===== src/rtl/nanomamba_wt_arbiter.sv =====
// Round-robin arbiter for the shared single-port weight SRAM, with optional bounded bus lock.
// Combinational grant; each read returns to the requester that issued it exactly 2 cycles after accept.
module nanomamba_wt_arbiter #(
  parameter int N_REQ      = 3,
  parameter int ADDR_WIDTH = 13,
  parameter int DATA_WIDTH = 8,
  parameter int SRAM_DEPTH = 2860,
  parameter int LOCK_MAX   = 255
) (
  input  logic                        clk,
  input  logic                        rst_n,
  input  logic [N_REQ-1:0]            req,
  input  logic [N_REQ-1:0]            req_lock,
  input  logic [N_REQ*ADDR_WIDTH-1:0] req_addr,
  output logic [N_REQ-1:0]            gnt,
  output logic [N_REQ-1:0]            rsp_valid,
  output logic [DATA_WIDTH-1:0]       rsp_data,
  output logic                        rsp_err,
  output logic                        sram_rd_en,
  output logic [ADDR_WIDTH-1:0]       sram_addr,
  input  logic [DATA_WIDTH-1:0]       sram_rdata,
  output logic                        lock_owner_valid,
  output logic                        lock_timeout
);

  localparam int PTR_W = (N_REQ > 1) ? $clog2(N_REQ) : 1;
  localparam int CNT_W = $clog2(LOCK_MAX + 1);

  logic [PTR_W-1:0]      rr_ptr, rr_ptr_nxt;
  logic                  lock_vld, lock_vld_nxt;
  logic [PTR_W-1:0]      lock_owner, lock_owner_nxt;
  logic [CNT_W-1:0]      lock_cnt, lock_cnt_nxt, cnt_inc;
  logic                  timeout_nxt;

  logic                  s1_vld, s1_err, s2_vld, s2_err;
  logic [PTR_W-1:0]      s1_idx, s2_idx;

  logic                  acc, acc_err, acc_lock;
  logic [PTR_W-1:0]      acc_idx, cand;
  logic [ADDR_WIDTH-1:0] acc_addr;
  logic [ADDR_WIDTH-1:0] addr_arr [N_REQ];
  int                    j;

  function automatic logic [PTR_W-1:0] ptr_after(input logic [PTR_W-1:0] i);
    return (int'(i) == N_REQ - 1) ? '0 : i + PTR_W'(1);
  endfunction

  always_comb begin
    for (int i = 0; i < N_REQ; i++) begin
      addr_arr[i] = req_addr[i*ADDR_WIDTH +: ADDR_WIDTH];
    end
  end

  // While locked only the owner may win, even when it is idle.
  always_comb begin
    gnt     = '0;
    acc     = 1'b0;
    acc_idx = '0;
    cand    = '0;
    j       = 0;
    if (lock_vld) begin
      if (req[lock_owner]) begin
        gnt[lock_owner] = 1'b1;
        acc             = 1'b1;
        acc_idx         = lock_owner;
      end
    end else begin
      for (int k = 0; k < N_REQ; k++) begin
        j = int'(rr_ptr) + k;
        if (j >= N_REQ) j = j - N_REQ;
        cand = PTR_W'(j);
        if (!acc && req[cand]) begin
          gnt[cand] = 1'b1;
          acc       = 1'b1;
          acc_idx   = cand;
        end
      end
    end
  end

  assign acc_addr = addr_arr[acc_idx];
  assign acc_err  = int'(acc_addr) >= SRAM_DEPTH;
  assign acc_lock = req_lock[acc_idx];

  // The acquiring accept counts toward LOCK_MAX; rr_ptr only moves on unlocked accepts and releases.
  always_comb begin
    rr_ptr_nxt     = rr_ptr;
    lock_vld_nxt   = lock_vld;
    lock_owner_nxt = lock_owner;
    lock_cnt_nxt   = lock_cnt;
    timeout_nxt    = 1'b0;
    cnt_inc        = (lock_vld ? lock_cnt : '0) + CNT_W'(1);
    if (acc) begin
      if (acc_lock && cnt_inc != CNT_W'(LOCK_MAX)) begin
        lock_vld_nxt   = 1'b1;
        lock_owner_nxt = acc_idx;
        lock_cnt_nxt   = cnt_inc;
      end else begin
        timeout_nxt  = acc_lock;
        lock_vld_nxt = 1'b0;
        lock_cnt_nxt = '0;
        rr_ptr_nxt   = ptr_after(acc_idx);
      end
    end else if (lock_vld && !req_lock[lock_owner]) begin
      lock_vld_nxt = 1'b0;
      lock_cnt_nxt = '0;
      rr_ptr_nxt   = ptr_after(lock_owner);
    end
  end

  always_ff @(posedge clk or negedge rst_n) begin
    if (!rst_n) begin
      rr_ptr       <= '0;
      lock_vld     <= 1'b0;
      lock_owner   <= '0;
      lock_cnt     <= '0;
      lock_timeout <= 1'b0;
      sram_rd_en   <= 1'b0;
      sram_addr    <= '0;
      s1_vld       <= 1'b0;
      s1_err       <= 1'b0;
      s1_idx       <= '0;
      s2_vld       <= 1'b0;
      s2_err       <= 1'b0;
      s2_idx       <= '0;
    end else begin
      rr_ptr       <= rr_ptr_nxt;
      lock_vld     <= lock_vld_nxt;
      lock_owner   <= lock_owner_nxt;
      lock_cnt     <= lock_cnt_nxt;
      lock_timeout <= timeout_nxt;
      sram_rd_en   <= acc && !acc_err;
      if (acc) sram_addr <= acc_addr;
      s1_vld       <= acc;
      s1_err       <= acc_err;
      s1_idx       <= acc_idx;
      s2_vld       <= s1_vld;
      s2_err       <= s1_err;
      s2_idx       <= s1_idx;
    end
  end

  // Out-of-range slots never enabled the SRAM, so its stale output is masked.
  always_comb begin
    rsp_valid = '0;
    if (s2_vld) rsp_valid[s2_idx] = 1'b1;
  end

  assign rsp_err          = s2_vld && s2_err;
  assign rsp_data         = (s2_vld && !s2_err) ? sram_rdata : '0;
  assign lock_owner_valid = lock_vld;

endmodule


===== config.mk =====
export PLATFORM = sky130hd
export DESIGN_NAME = nanomamba_wt_arbiter
export DESIGN_NICKNAME = d
export VERILOG_FILES = /design/src/rtl/nanomamba_wt_arbiter.sv
export SDC_FILE = /design/constraint.sdc
export NUM_CORES = 1
export LEC_CHECK = 0
export CORE_UTILIZATION = 41
export DETAILED_ROUTE_END_ITERATION = 10
export MAX_ROUTING_LAYER = met4
export PLACE_DENSITY = 0.76
export SLEW_MARGIN = 30
export SYNTH_ARGS = -nofsm -noshare
export SYNTH_HDL_FRONTEND = slang
export SYNTH_SLANG_ARGS = --single-unit
export TNS_END_PERCENT = 20

===== constraint.sdc =====
create_clock -name clk -period 2.53 [get_ports clk]
set_input_delay 0.3795 -clock clk [delete_from_list [all_inputs] [get_ports clk]]
set_output_delay 0.3795 -clock clk [all_outputs]
set_load 0.005 [all_outputs]

Word-level counts from Yosys, hierarchy flattened:

Cells that the tools add are included.

* logic and storage cells: 130
* register bits: 36
* output and inout bits: 31
* bits of input ports: 55

* equality and inequality tests: 4
* muxes and demuxes: 66
* reduce and logical (&&, ||, !) cells: 20
* bitwise logic cells: 3
* add/subtract/negate cells: 8
* order comparisons: 16

Operator list (count)
* $mux 8: 5
* $mux 2: 16
* $bmux 13 s2: 1
* $mux 13: 2
* $mux 3: 8
* $mux 1: 23
* $lt 2x3->1 const B: 6
* $ge 13x12->1 const B: 1
* $bmux 1 s2: 6
* $logic_and 1x1->1: 12
* $demux 1 s2: 5
* $ge 2x1->1 const B: 5
* $add 8x1->8 const B: 1
* $ne 8x8->1 const B: 1
* $ge 3x2->1 const B: 2
* $or 3x3->3: 2
* $sub 2x2->2 const B: 3
* $logic_not 1->1: 5
* $add 2x1->2 const B: 2
* $eq 2x2->1 const B: 2
* $reduce_and 2->1: 2
* $add 2x1->3 const B: 1
* $add 2x2->3 const B: 1
* $ge 3x3->1 const B: 1
* other kinds (4): 4

Longest topological paths before layout:

* depth in word-level cells: 22
* depth in mapped cells: 12
* mapped depth without buffers: 11

Least setup slack after synthesis:

Ideal clock, no wire load.

* path type: register -> register
* start: register rr_ptr[1]
* end: register lock_cnt[5]
* buffers on the path: 0
* setup slack: -0.004 ns
* arrival time: 2.447 ns
* clock period less this slack: 2.534 ns
* cell stages (with the launch flop): 11
* data required time: 2.443 ns
* setup time: 0.087 ns
* cells stage by stage: dfrtp_1 -> inv_1 -> ha_1 -> mux2i_2 -> o21a_1 -> and4_1 -> o21ai_1 -> a21oi_4 -> o211ai_4 -> or3_1 -> o211ai_1

* cells in the longest elaborated chain, start to end: 20
* elaborated cells on any way between the ends: 40
* classes of those cells: add/sub: 5; order compare: 3; mux: 26; reduce/logical: 6

Ends and longest elaborated chain
* from (decl): RTL line 29 `logic [PTR_W-1:0] rr_ptr, rr_ptr_nxt;`
* from (signal assigned): RTL line 127 `rr_ptr <= rr_ptr_nxt;`
* branches (longest 20 deep; another with $add 2x1->3)
* to (signal assigned): RTL line 130 `lock_cnt <= lock_cnt_nxt;`
* to (decl): RTL line 32 `logic [CNT_W-1:0] lock_cnt, lock_cnt_nxt, cnt_inc;`

Several ways; the timed one is not identified. The select of a mux whose other input is x is not followed.
A chain may end at the register's enable or synchronous reset.

Worst setup path after layout:

* start: register rr_ptr[1]
* end: register s1_err

* cells in the longest elaborated chain, start to end: 20
* elaborated cells on any way between the ends: 37
* classes of those cells: add/sub: 5; order compare: 4; mux: 23; bitwise: 1; reduce/logical: 4

Ends and longest elaborated chain
* branches (longest 13 deep; another with $add 2x1->3)
* $mux 2 *: RTL line 72 `if (!acc && req[cand]) begin`
* $mux 2 *: RTL line 61 `if (lock_vld) begin`
* $not 2->3 (implied by the code) *: RTL line 81 `assign acc_addr = addr_arr[acc_idx];`
* $bmux 13 s2 *: RTL line 81
* $mux 13 (implied by the code) * (2 in a row): RTL line 81
* $ge 13x12->1 *: RTL line 82 `assign acc_err = int'(acc_addr) >= SRAM_DEPTH;`
* named net acc_err: RTL line 38 `logic acc, acc_err, acc_lock;`
* to (signal assigned): RTL line 135 `s1_err <= acc_err;`
* to (decl): RTL line 35 `logic s1_vld, s1_err, s2_vld, s2_err;`

Mark *: on every way through the listed nets, which the timed path passes. The select of a mux whose other input is x is not followed.

==> flow_summary.ini <==
[outcome]
run_status = finished, violations left
violations = setup timing

[floorplan]
pin_count = 86
coreArea_um2 = 5675
start_util_pct = 43.74
fp-row-count = 27
die_h_um = 79.81
die-area_um2 = 6370
fp.dieW_um = 79.81

[timing]
rsz0062_at_grt = yes
finalHoldViolations = 0
worst_hold_slack_ns = 0.1731
timing.final.ws_setup_ns = -0.09722
tns_ns = -0.5510
drv_slew = 0
worst_pin_slew_ns = 0.8035
skew_ns = 0.007527
finalSetupViolations = 13
max-slew-margin-rel_pct = 46.43
period_share_pct = 103.8
period_minus_slack_ns = 2.627
fmax_mhz = 380.6

[synth]
synth_fp_nets = 345
synth_area_um2 = 2482
ys_seq_elements = 36
synthFlopType = dfrtp_1
async_reset_ff_share_pct = 100.0
ys_types = 64
yosysSeqAreaShare_pct = 36.29
postSynthCellCount = 284
ys_warn_count = 0
synth_area_per_cell_um2 = 8.741
synth_edf_count = 0

[setup_path]
cp_max_fo = 8
rr_startpoint = rr_ptr[1]
crit_type = flip-flop to flip-flop
end_kind = flip-flop
setup.worst_path.start = rr_ptr[1]
r2r_cells = 11
required_ns = 2.70
start_kind = flip-flop
endpoint = s1_err
r2r_slack_ns = -0.1
reg2reg_to = s1_err
worstPathArrival_ns = 2.80

[global_routing]
antenna_found_initial = 0
grt_pass1_vias = 2674
grtUsageTotal_pct = 24.51
overflow = 0
grt_max_degree = 37
grt_pass1_wl_um = 11900

[placed_design]
globalplace.congestion = 0.9209
post-dp-hpwl_um = 5614
dp.cells = 470
place.port_buffers = 85
place_ws_ns = -0.3303

[power]
p_leak_nw = 1.743
worst_ir_drop_vdd_v = 0.001001
power-per-cell-area_nw_per_um2 = 1356

[clock_network]
cts_root_buffer = clkbuf_8
path_clk_slew_ns = 0.07
cts_tree = built
insertion_delay_ns = 0.29
cts.sinks = 36
cts_buffers = 5
clock_path_buffers = 2
h-tree-depth = 2

[route]
drtIter0Drc = 131
antenna_left = 0
num_vias = 2651
dr.pass1.iters = 4
drc = 0
drt-total-wl_um = 7589
vias_per_cell = 5.444
wire_per_inst_um = 15.58

[finish]
layout.cells.non_filler = 487
layout.nets = 475
nFillCells = 399
diodes = 0
layout-drive-gt1-share_pct = 26.99
utilization_pct = 71.54
area_delta_synth_final_pct = 63.56

[run]
drv_cap = 0

[min_path]
hold_path_class = primary input to asynchronous set/reset pin
==> cell usage after synthesis (all sizes together) (2+ instances only) <==
library cell | count | share of area, %
a21o | 4 | 1.2
nor3b | 2 | 0.60
a31oi | 3 | 1.0
dfrtp | 36 | 36
nand4 | 5 | 1.3
mux2i | 12 | 5.0
o31ai | 2 | 0.60
o21a | 2 | 0.60
a22oi | 3 | 0.91
mux2 | 8 | 3.6
nand2b | 2 | 0.50
or3 | 2 | 0.50
nand3 | 7 | 1.4
inv | 10 | 1.5
o32ai | 2 | 0.71
o21ai | 23 | 5.5
a221oi | 2 | 0.71
and3b | 2 | 0.71
nor3 | 6 | 1.4
nor2b | 4 | 1.0
nand3b | 4 | 1.2
and2 | 13 | 3.4
a211o | 3 | 1.1
clkbuf | 4 | 0.66
o211ai | 6 | 2.6
nor2 | 25 | 4.1
buf | 9 | 2.1
nand2 | 41 | 6.2
ha | 6 | 3.0
a21oi | 19 | 4.4
==> state kept, by name, indices dropped and copies added (netlist names) <==
name	flops
s2_idx	2
lock_owner_valid	1
lock_timeout	1
sram_rd_en	1
rr_ptr	2
lock_owner	2
sram_addr	13
s1_vld	1
s1_err	1
s2_err	1
s1_idx	2
s2_vld	1
lock_cnt	8
==> worst max-delay path, stage by stage, from the launching register on <==
cell,delay (ns)
dfrtp_1,0.40
buf_6,0.13
ha_4,0.30
nand3b_1,0.11
o21a_1,0.14
buf_4,0.14
and4_4,0.17
nor2_4,0.26
mux2_4,0.34
a22oi_2,0.26
nor4b_4,0.09
a21o_1,0.18
==> logic make-up (layout without fill, tap and decap cells) <==
logic type                 count (synthesis)  after routing  share of synthesized area [%]
AOI/OAI and AO/OA                         78             78                          22.73
xor gates and xnor gates                   2              2                         0.7058
adders and majority gates                  6              6                          3.024
buffers and inverters                     23            154                          4.233
DFF                                       36             36                          36.29
muxes                                     20             20                          8.619
and+or+nand+nor                          119            119                          24.40
==> worst min-delay path by stage <==
stage	startpoint	endpoint	slack, ns	cells after the start
after CTS	rst_n	lock_cnt[6]	0.20	1
after detailed placement	s1_err	s2_err	0.33	0
after global routing	rst_n	lock_cnt[4]	0.24	1
final	rst_n	lock_cnt[4]	0.17	1
after global placement	s1_idx[1]	s2_idx[1]	0.33	0
after floorplan	rst_n	lock_cnt[0]	0.08	0
==> cells in the final DEF (no fill, tap or decap), types with 3 or more instances in the layout <==
master           Yosys  routed
a211o_1              3       3
a21o_1               4       4
a21oi_1             17      15
a21oi_2              1       3
a22oi_2              0       3
and2_1              11      11
buf_4                3      43
buf_6                0       8
clkbuf_8             0       5
clkdlybuf4s50_1      0      81
dfrtp_1             36      35
ha_1                 6       3
ha_4                 0       3
inv_1                9       7
mux2_2               7       5
mux2_4               0       3
mux2i_1             11       8
nand2_1             41      41
nand3_1              7       6
nand3b_1             4       4
nand4_1              5       5
nor2_1              24      23
nor2b_1              4       4
nor3_1               5       3
o211ai_1             4       4
o21ai_0             20      10
o21ai_1              1       9
o21ai_4              2       3
==> power by group <==
part / total, W / switching, W / internal, W
Sequential: 0.000984 / 0.000159 / 0.000825
Clock: 0.000500 / 0.000208 / 0.000292
Combinational: 0.00402 / 0.00189 / 0.00213
==> through the flow <==
step,area [um2],power (W)
4_1_cts,3965,0.005276
6_report,4060,0.005507
3_5_place_dp,3667,0.004399
5_1_grt,4060,0.005902
2_1_floorplan,2484,0.002859
3_3_place_gp,3667,0.004326
==> repair_timing <==
action	in CTS	in global routing
gates resized for setup	30	32
hold buffers	0	0
setup buffers	9	0
pin swaps	17	11
endpoints found under the setup margin	22	26
==> routing by layer <==
| metal | routed length (um) | GRT usage [%] |
|---|---|---|
| met2 | 3897 | 41.79 |
| met1 | 3192 | 28.81 |
| met4 | 189 | 9.107 |
| met3 | 309 | 4.343 |
| met5 | 0 | - |
==> final cells by class <==
type,instances,area (um2),area share (%)
Multi-Input combinational cell,225,1669,41.11
Timing Repair Buffer,136,1251,30.82
Sequential cell,36,902.1,22.22
Tap cell,72,90.09,2.219
Clock buffer,6,72.57,1.787
Inverter,10,40.04,0.9861
Clock inverter,2,35.03,0.8629
Power figures use the tool's default switching activity.
